==> src/rtl/adder_sweep_ctrl.sv <==
// adder_sweep_ctrl
// ----------------
// Exhaustive-sweep controller for checking a DUT adder against a reference
// adder. Every {A, B, cin} combination is presented once per clock. Each
// clock the controller compares the two sum/carry results, keeps a
// saturating mismatch count, and captures the first failing vector.
// A start/done handshake frames each sweep.
//
// Parameters
//   W   operand width of each adder
//   CW  width of the saturating mismatch counter
//
// Ports
//   clk, rst_n           rising-edge clock; asynchronous active-low reset
//   start                begin a sweep (honoured in IDLE or DONE only)
//   abort                stop a running sweep and return to IDLE
//   a_o, b_o, cin_o      current vector, driven to both adders
//   sum_ref, cout_ref    reference adder result
//   sum_dut, cout_dut    DUT adder result
//   busy                 high while sweeping
//   done                 high (level) once a full sweep has completed
//   pass                 done with zero mismatches
//   err_cnt              number of mismatching vectors (saturating)
//   first_a/b/cin        operands of the first mismatching vector
//   first_vld            first_* hold a captured vector
module adder_sweep_ctrl #(
   parameter int W  = 8,
   parameter int CW = 16
) (
   input  logic          clk,
   input  logic          rst_n,
   input  logic          start,
   input  logic          abort,
   output logic [W-1:0]  a_o,
   output logic [W-1:0]  b_o,
   output logic          cin_o,
   input  logic [W-1:0]  sum_ref,
   input  logic          cout_ref,
   input  logic [W-1:0]  sum_dut,
   input  logic          cout_dut,
   output logic          busy,
   output logic          done,
   output logic          pass,
   output logic [CW-1:0] err_cnt,
   output logic [W-1:0]  first_a,
   output logic [W-1:0]  first_b,
   output logic          first_cin,
   output logic          first_vld
);

   localparam int VW = 2*W + 1;
   localparam logic [VW-1:0] VEC_ONE = VW'(1);
   localparam logic [CW-1:0] CNT_ONE = CW'(1);

   typedef enum logic [1:0] {
      IDLE = 2'd0,
      RUN  = 2'd1,
      DONE = 2'd2
   } state_t;

   state_t        state;
   state_t        state_nxt;
   logic [VW-1:0] vec;
   logic          clr;
   logic          cmp_en;
   logic          adv;
   logic          mismatch;
   logic          last_vec;

   // Counter increment that sticks at all-ones instead of wrapping.
   function automatic logic [CW-1:0] sat_inc(input logic [CW-1:0] v);
      sat_inc = (&v) ? v : v + CNT_ONE;
   endfunction

   // Vector layout {A, B, cin}: cin toggles fastest, A slowest.
   assign a_o      = vec[VW-1:W+1];
   assign b_o      = vec[W:1];
   assign cin_o    = vec[0];

   assign mismatch = (sum_ref != sum_dut) || (cout_ref != cout_dut);
   assign last_vec = &vec;

   assign busy = (state == RUN);
   assign done = (state == DONE);
   assign pass = done && (err_cnt == '0);

   always_ff @(posedge clk or negedge rst_n) begin
      if (!rst_n) begin
         state <= IDLE;
      end else begin
         state <= state_nxt;
      end
   end

   // abort takes priority over the final-vector transition, and an aborted
   // cycle is not compared, so all results freeze at their pre-abort values.
   always_comb begin
      state_nxt = state;
      clr       = 1'b0;
      cmp_en    = 1'b0;
      adv       = 1'b0;
      case (state)
         IDLE, DONE: begin
            if (start) begin
               state_nxt = RUN;
               clr       = 1'b1;
            end
         end
         RUN: begin
            if (abort) begin
               state_nxt = IDLE;
            end else begin
               cmp_en = 1'b1;
               if (last_vec) begin
                  state_nxt = DONE;
               end else begin
                  adv = 1'b1;
               end
            end
         end
         default: begin
            state_nxt = IDLE;
         end
      endcase
   end

   always_ff @(posedge clk or negedge rst_n) begin
      if (!rst_n) begin
         vec       <= '0;
         err_cnt   <= '0;
         first_a   <= '0;
         first_b   <= '0;
         first_cin <= 1'b0;
         first_vld <= 1'b0;
      end else if (clr) begin
         vec       <= '0;
         err_cnt   <= '0;
         first_a   <= '0;
         first_b   <= '0;
         first_cin <= 1'b0;
         first_vld <= 1'b0;
      end else begin
         if (adv) begin
            vec <= vec + VEC_ONE;
         end
         if (cmp_en && mismatch) begin
            err_cnt <= sat_inc(err_cnt);
            // Only the earliest failing vector is kept.
            if (!first_vld) begin
               first_vld <= 1'b1;
               first_a   <= vec[VW-1:W+1];
               first_b   <= vec[W:1];
               first_cin <= vec[0];
            end
         end
      end
   end

endmodule

==> config.mk <==
export PLATFORM = sky130hd
export DESIGN_NAME = adder_sweep_ctrl
export DESIGN_NICKNAME = d
export VERILOG_FILES = /design/src/rtl/adder_sweep_ctrl.sv
export SDC_FILE = /design/constraint.sdc
export NUM_CORES = 1
export LEC_CHECK = 0
export ABC_CLOCK_PERIOD_IN_PS = 2700
export CORE_UTILIZATION = 45
export CTS_BUF_LIST = sky130_fd_sc_hd__clkbuf_8
export DETAILED_ROUTE_END_ITERATION = 10
export PLACE_DENSITY_LB_ADDON = 0.12
export SYNTH_ARGS = -nofsm -noshare
export SYNTH_HDL_FRONTEND = slang
export SYNTH_SLANG_ARGS = --single-unit
==> constraint.sdc <==
create_clock -name clk -period 2.7 [get_ports clk]
set_clock_uncertainty 0.2 [all_clocks]
set_input_delay 0.54 -clock clk [delete_from_list [all_inputs] [get_ports clk]]
set_output_delay 0.54 -clock clk [all_outputs]
set_load 0.1 [all_outputs]
==> run_results.csv <==
group,metric,value,unit
run_status,status,"finished with violations",
run_status,violations,"negative setup slack",
grt,grt-ovfl-total,0,
synth,ys_types,43,
sta,slew_viol_final,0,
worst_setup_path,required,2.71,ns
power,vdd_drop_max,310,uV
synth,synth_area_per_cell,9.60,sq um
drt,initialDrtViolationCount,109,
clock_network,clk_latency,0.31,ns
floorplanning,die_h,80.9,um
drt,final_antenna_net_count,0,
power,p_total,1.98,mW
floorplanning,rows,28,
sta,setup_viol,4,
clock_network,cts_buffers,5,
drt,drc,0,
synth,yosysWarnings,0,
floorplanning,coreArea,0.00596,sq mm
worst_setup_path,worst_setup_path_end_kind,"flip-flop",
worst_setup_path,reg2reg_from,"vec[8]$_DFFE_PN0P_",
placement,hpwl,5.29,mm
drt,vias_per_cell,5.44,
grt,antenna_found_initial,0,
floorplanning,ios,76,
placement,dpl_cell_area,0.00380,sq mm
worst_setup_path,cp_max_fo,7,
flow_run,drv_cap,0,
clock_network,htree_levels,2,
synth,syn-instance-count,292,
clock_network,cts_num_sinks,53,
finish,fin_nets,414,
clock_network,cts.clk_slew.worst_paths,0.10,ns
synth,synth_edf_count,0,
placement,port_buffers,75,
placement,place_congestion,0.881,
synth,ys_ff_latch,53,
sta,setup_ws,-0.0529,ns
floorplanning,start_util,47.1,%
synth,synth_nets,318,
drt,routed_wl,7.40,mm
grt,grt_pass1_vias,2504,
drt,vias,2522,
floorplanning,die_w,80.9,um
sta,tightest_slew,0.638,ns
grt,grt_max_degree,27,
finish,syn_to_final_growth,42.1,%
power,cellLeakagePower,1.90,nW
worst_hold_path,min_path_type,"in -> async",
worst_setup_path,crit_type,"reg -> reg",
sta,rsz0062_at_grt,"yes",
sta,period_share,102,%
synth,synth_flop_cell,"dfrtp_1",
finish,drive_above_1_share,36.2,%
finish,n_antenna_cell,0,
finish,layout_commonest_cell,"buf_4",
drt,wl_per_cell,15.9,um
synth,async_reset_ff_share,100,%
sta,finalHoldViolations,0,
finish,fin_area,0.00398,sq mm
drt,dr.pass1.iters,4,
floorplanning,dieArea,0.00655,sq mm
sta,fmax,363,MHz
clock_network,cts_root_buffer,"clkbuf_8",
worst_setup_path,r2r_slack,-0.05,ns
finish,final_cell_mix,"buf_4, nand2_1, dfrtp_1",
sta,slew_headroom,57.4,%
worst_setup_path,r2r.worst_path.cells,11,
worst_setup_path,worst_setup_path_start_kind,"flip-flop",
clock_network,cts_tree,"done",
synth,seq_area_frac_synth,47.3,%
synth,netlist_area,0.00280,sq mm
sta,fin_crit,2.75,ns
clock_network,cts_buffer_depth,2,
clock_network,postCtsHoldBufs,0,
grt,grt_first_pass_wirelength,11.8,mm
worst_setup_path,rr_endpoint,"vec[13]$_DFFE_PN0P_",
worst_setup_path,worst_ep_arrival_time,2.76,ns
power,powerDensity,498,mW/mm^2
grt,grt_use_total,23.8,%
-- Yosys cell counts (2+ instances only) --
library cell,number,area [sq um]
or3_1,2,12.5
o21ai_0,3,15.0
clkbuf_1,8,30.0
and3_1,6,37.5
nor3_1,4,20.0
ha_1,4,50.1
o31ai_1,9,67.6
buf_6,2,22.5
nand2b_1,2,12.5
a31oi_1,2,12.5
nor3_2,2,20.0
nand3_1,16,80.1
and2_1,2,12.5
nor4_1,7,43.8
nand2_1,34,128
buf_2,3,15.0
nor2b_1,3,18.8
or4b_1,2,20.0
dfrtp_1,53,1330
inv_1,21,78.8
and4_1,2,17.5
nand4_1,9,56.3
xor2_1,9,78.8
a21oi_1,11,55.1
mux2i_1,20,200
nor2_1,22,82.6
or4_1,5,37.5
xnor2_1,14,123
-- state kept, by name (all words and copies together) (netlist names) --
name       count
first_cin      1
first_a        8
err_cnt       16
state          2
vec           17
first_b        8
first_vld      1
-- cell families (layout without fill, tap and decap cells) --
family / after synthesis / in the layout / synth area share, %
xor gates and xnor gates: 23 / 23 / 7.19
and+or+nand+nor: 125 / 125 / 23.5
adders and majority gates: 4 / 4 / 1.79
muxes: 20 / 20 / 7.14
buffers and inverters: 35 / 132 / 5.49
DFF: 53 / 53 / 47.3
AOI/OAI and AO/OA: 32 / 32 / 7.54
-- power breakdown --
| part | internal (mW) | total [mW] | switching [mW] | leakage, nW |
|---|---|---|---|---|
| registers | 0.827 | 0.860 | 0.0328 | 0.691 |
| clock network | 0.302 | 0.579 | 0.277 | 0.0574 |
| logic | 0.161 | 0.545 | 0.384 | 1.15 |
| total | 1.29 | 1.98 | 0.694 | 1.90 |
-- how the worst max path moves through the flow --
| stage | endpoint | start | slack (ns) |
|---|---|---|---|
| after detailed placement | first_b[2]$_DFFE_PN0P_ | sum_dut[7] | -0.06 |
| after global placement | vec[5]$_DFFE_PN0P_ | vec[6]$_DFFE_PN0P_ | 0.008 |
| after floorplan | pass | state[0]$_DFFE_PN0P_ | -0.37 |
| after global routing | vec[13]$_DFFE_PN0P_ | vec[8]$_DFFE_PN0P_ | -0.15 |
| after CTS | vec[13]$_DFFE_PN0P_ | vec[6]$_DFFE_PN0P_ | -0.03 |
| final | vec[13]$_DFFE_PN0P_ | vec[8]$_DFFE_PN0P_ | -0.05 |
-- layer usage --
metal / up-vias / track usage [%] / share of wire (%)
li1: 1207 / - / -
met1: 1237 / 29.5 / 43
met2: 71 / 41.6 / 51
met3: 7 / 4.83 / 4.7
met4: 0 / 6.79 / 1.2
met5: - / 0 / 0
-- final cells by class --
cell class	instances	area [sq um]
clock buffer	6	82.6
clock inverter	2	37.5
fill	527	1970
inverter	21	78.8
multi-input combinational	204	1450
sequential	53	1370
tap	75	93.8
timing repair buffer	103	878
-- stage by stage --
| step | util (%) | setup slack [ns] | cells | setup TNS, ns | hold WS (ns) |
|---|---|---|---|---|---|
| 5_1_grt | 66.9 | -0.146 | 464 | -1.11 | 0.0745 |
| 6_report | 66.9 | -0.0529 | 464 | -0.150 | 0.0331 |
| 4_1_cts | 65.9 | -0.0295 | 463 | -0.0421 | 0.0483 |
| 3_5_place_dp | 63.7 | -0.0568 | 455 | -0.447 | 0.323 |
| 3_3_place_gp | 63.7 | 0.00802 | 455 | 0 | 0.301 |
| 2_1_floorplan | - | -0.369 | 292 | -2.03 | 0.0444 |
-- critical path, cell delays in order (launching register included) --
cell     delay [ns]
dfrtp_4        0.48
and4_4         0.19
and4_4         0.17
nand3_2        0.08
nor4_2         0.04
ha_2           0.20
or4b_4         0.59
nor3_4         0.27
buf_4          0.17
nand2_4        0.05
xnor2_2        0.15
nor2_1         0.06
-- what timing repair did --
item	4_1_cts	5_1_grt
endpoints found under the setup margin	9	14
gates resized for setup	2	11
setup buffers	0	2
cloned	0	0
pin swaps	3	19
endpoints found under the hold margin	0	0
No activity file was read; power rests on OpenSTA's default activity.
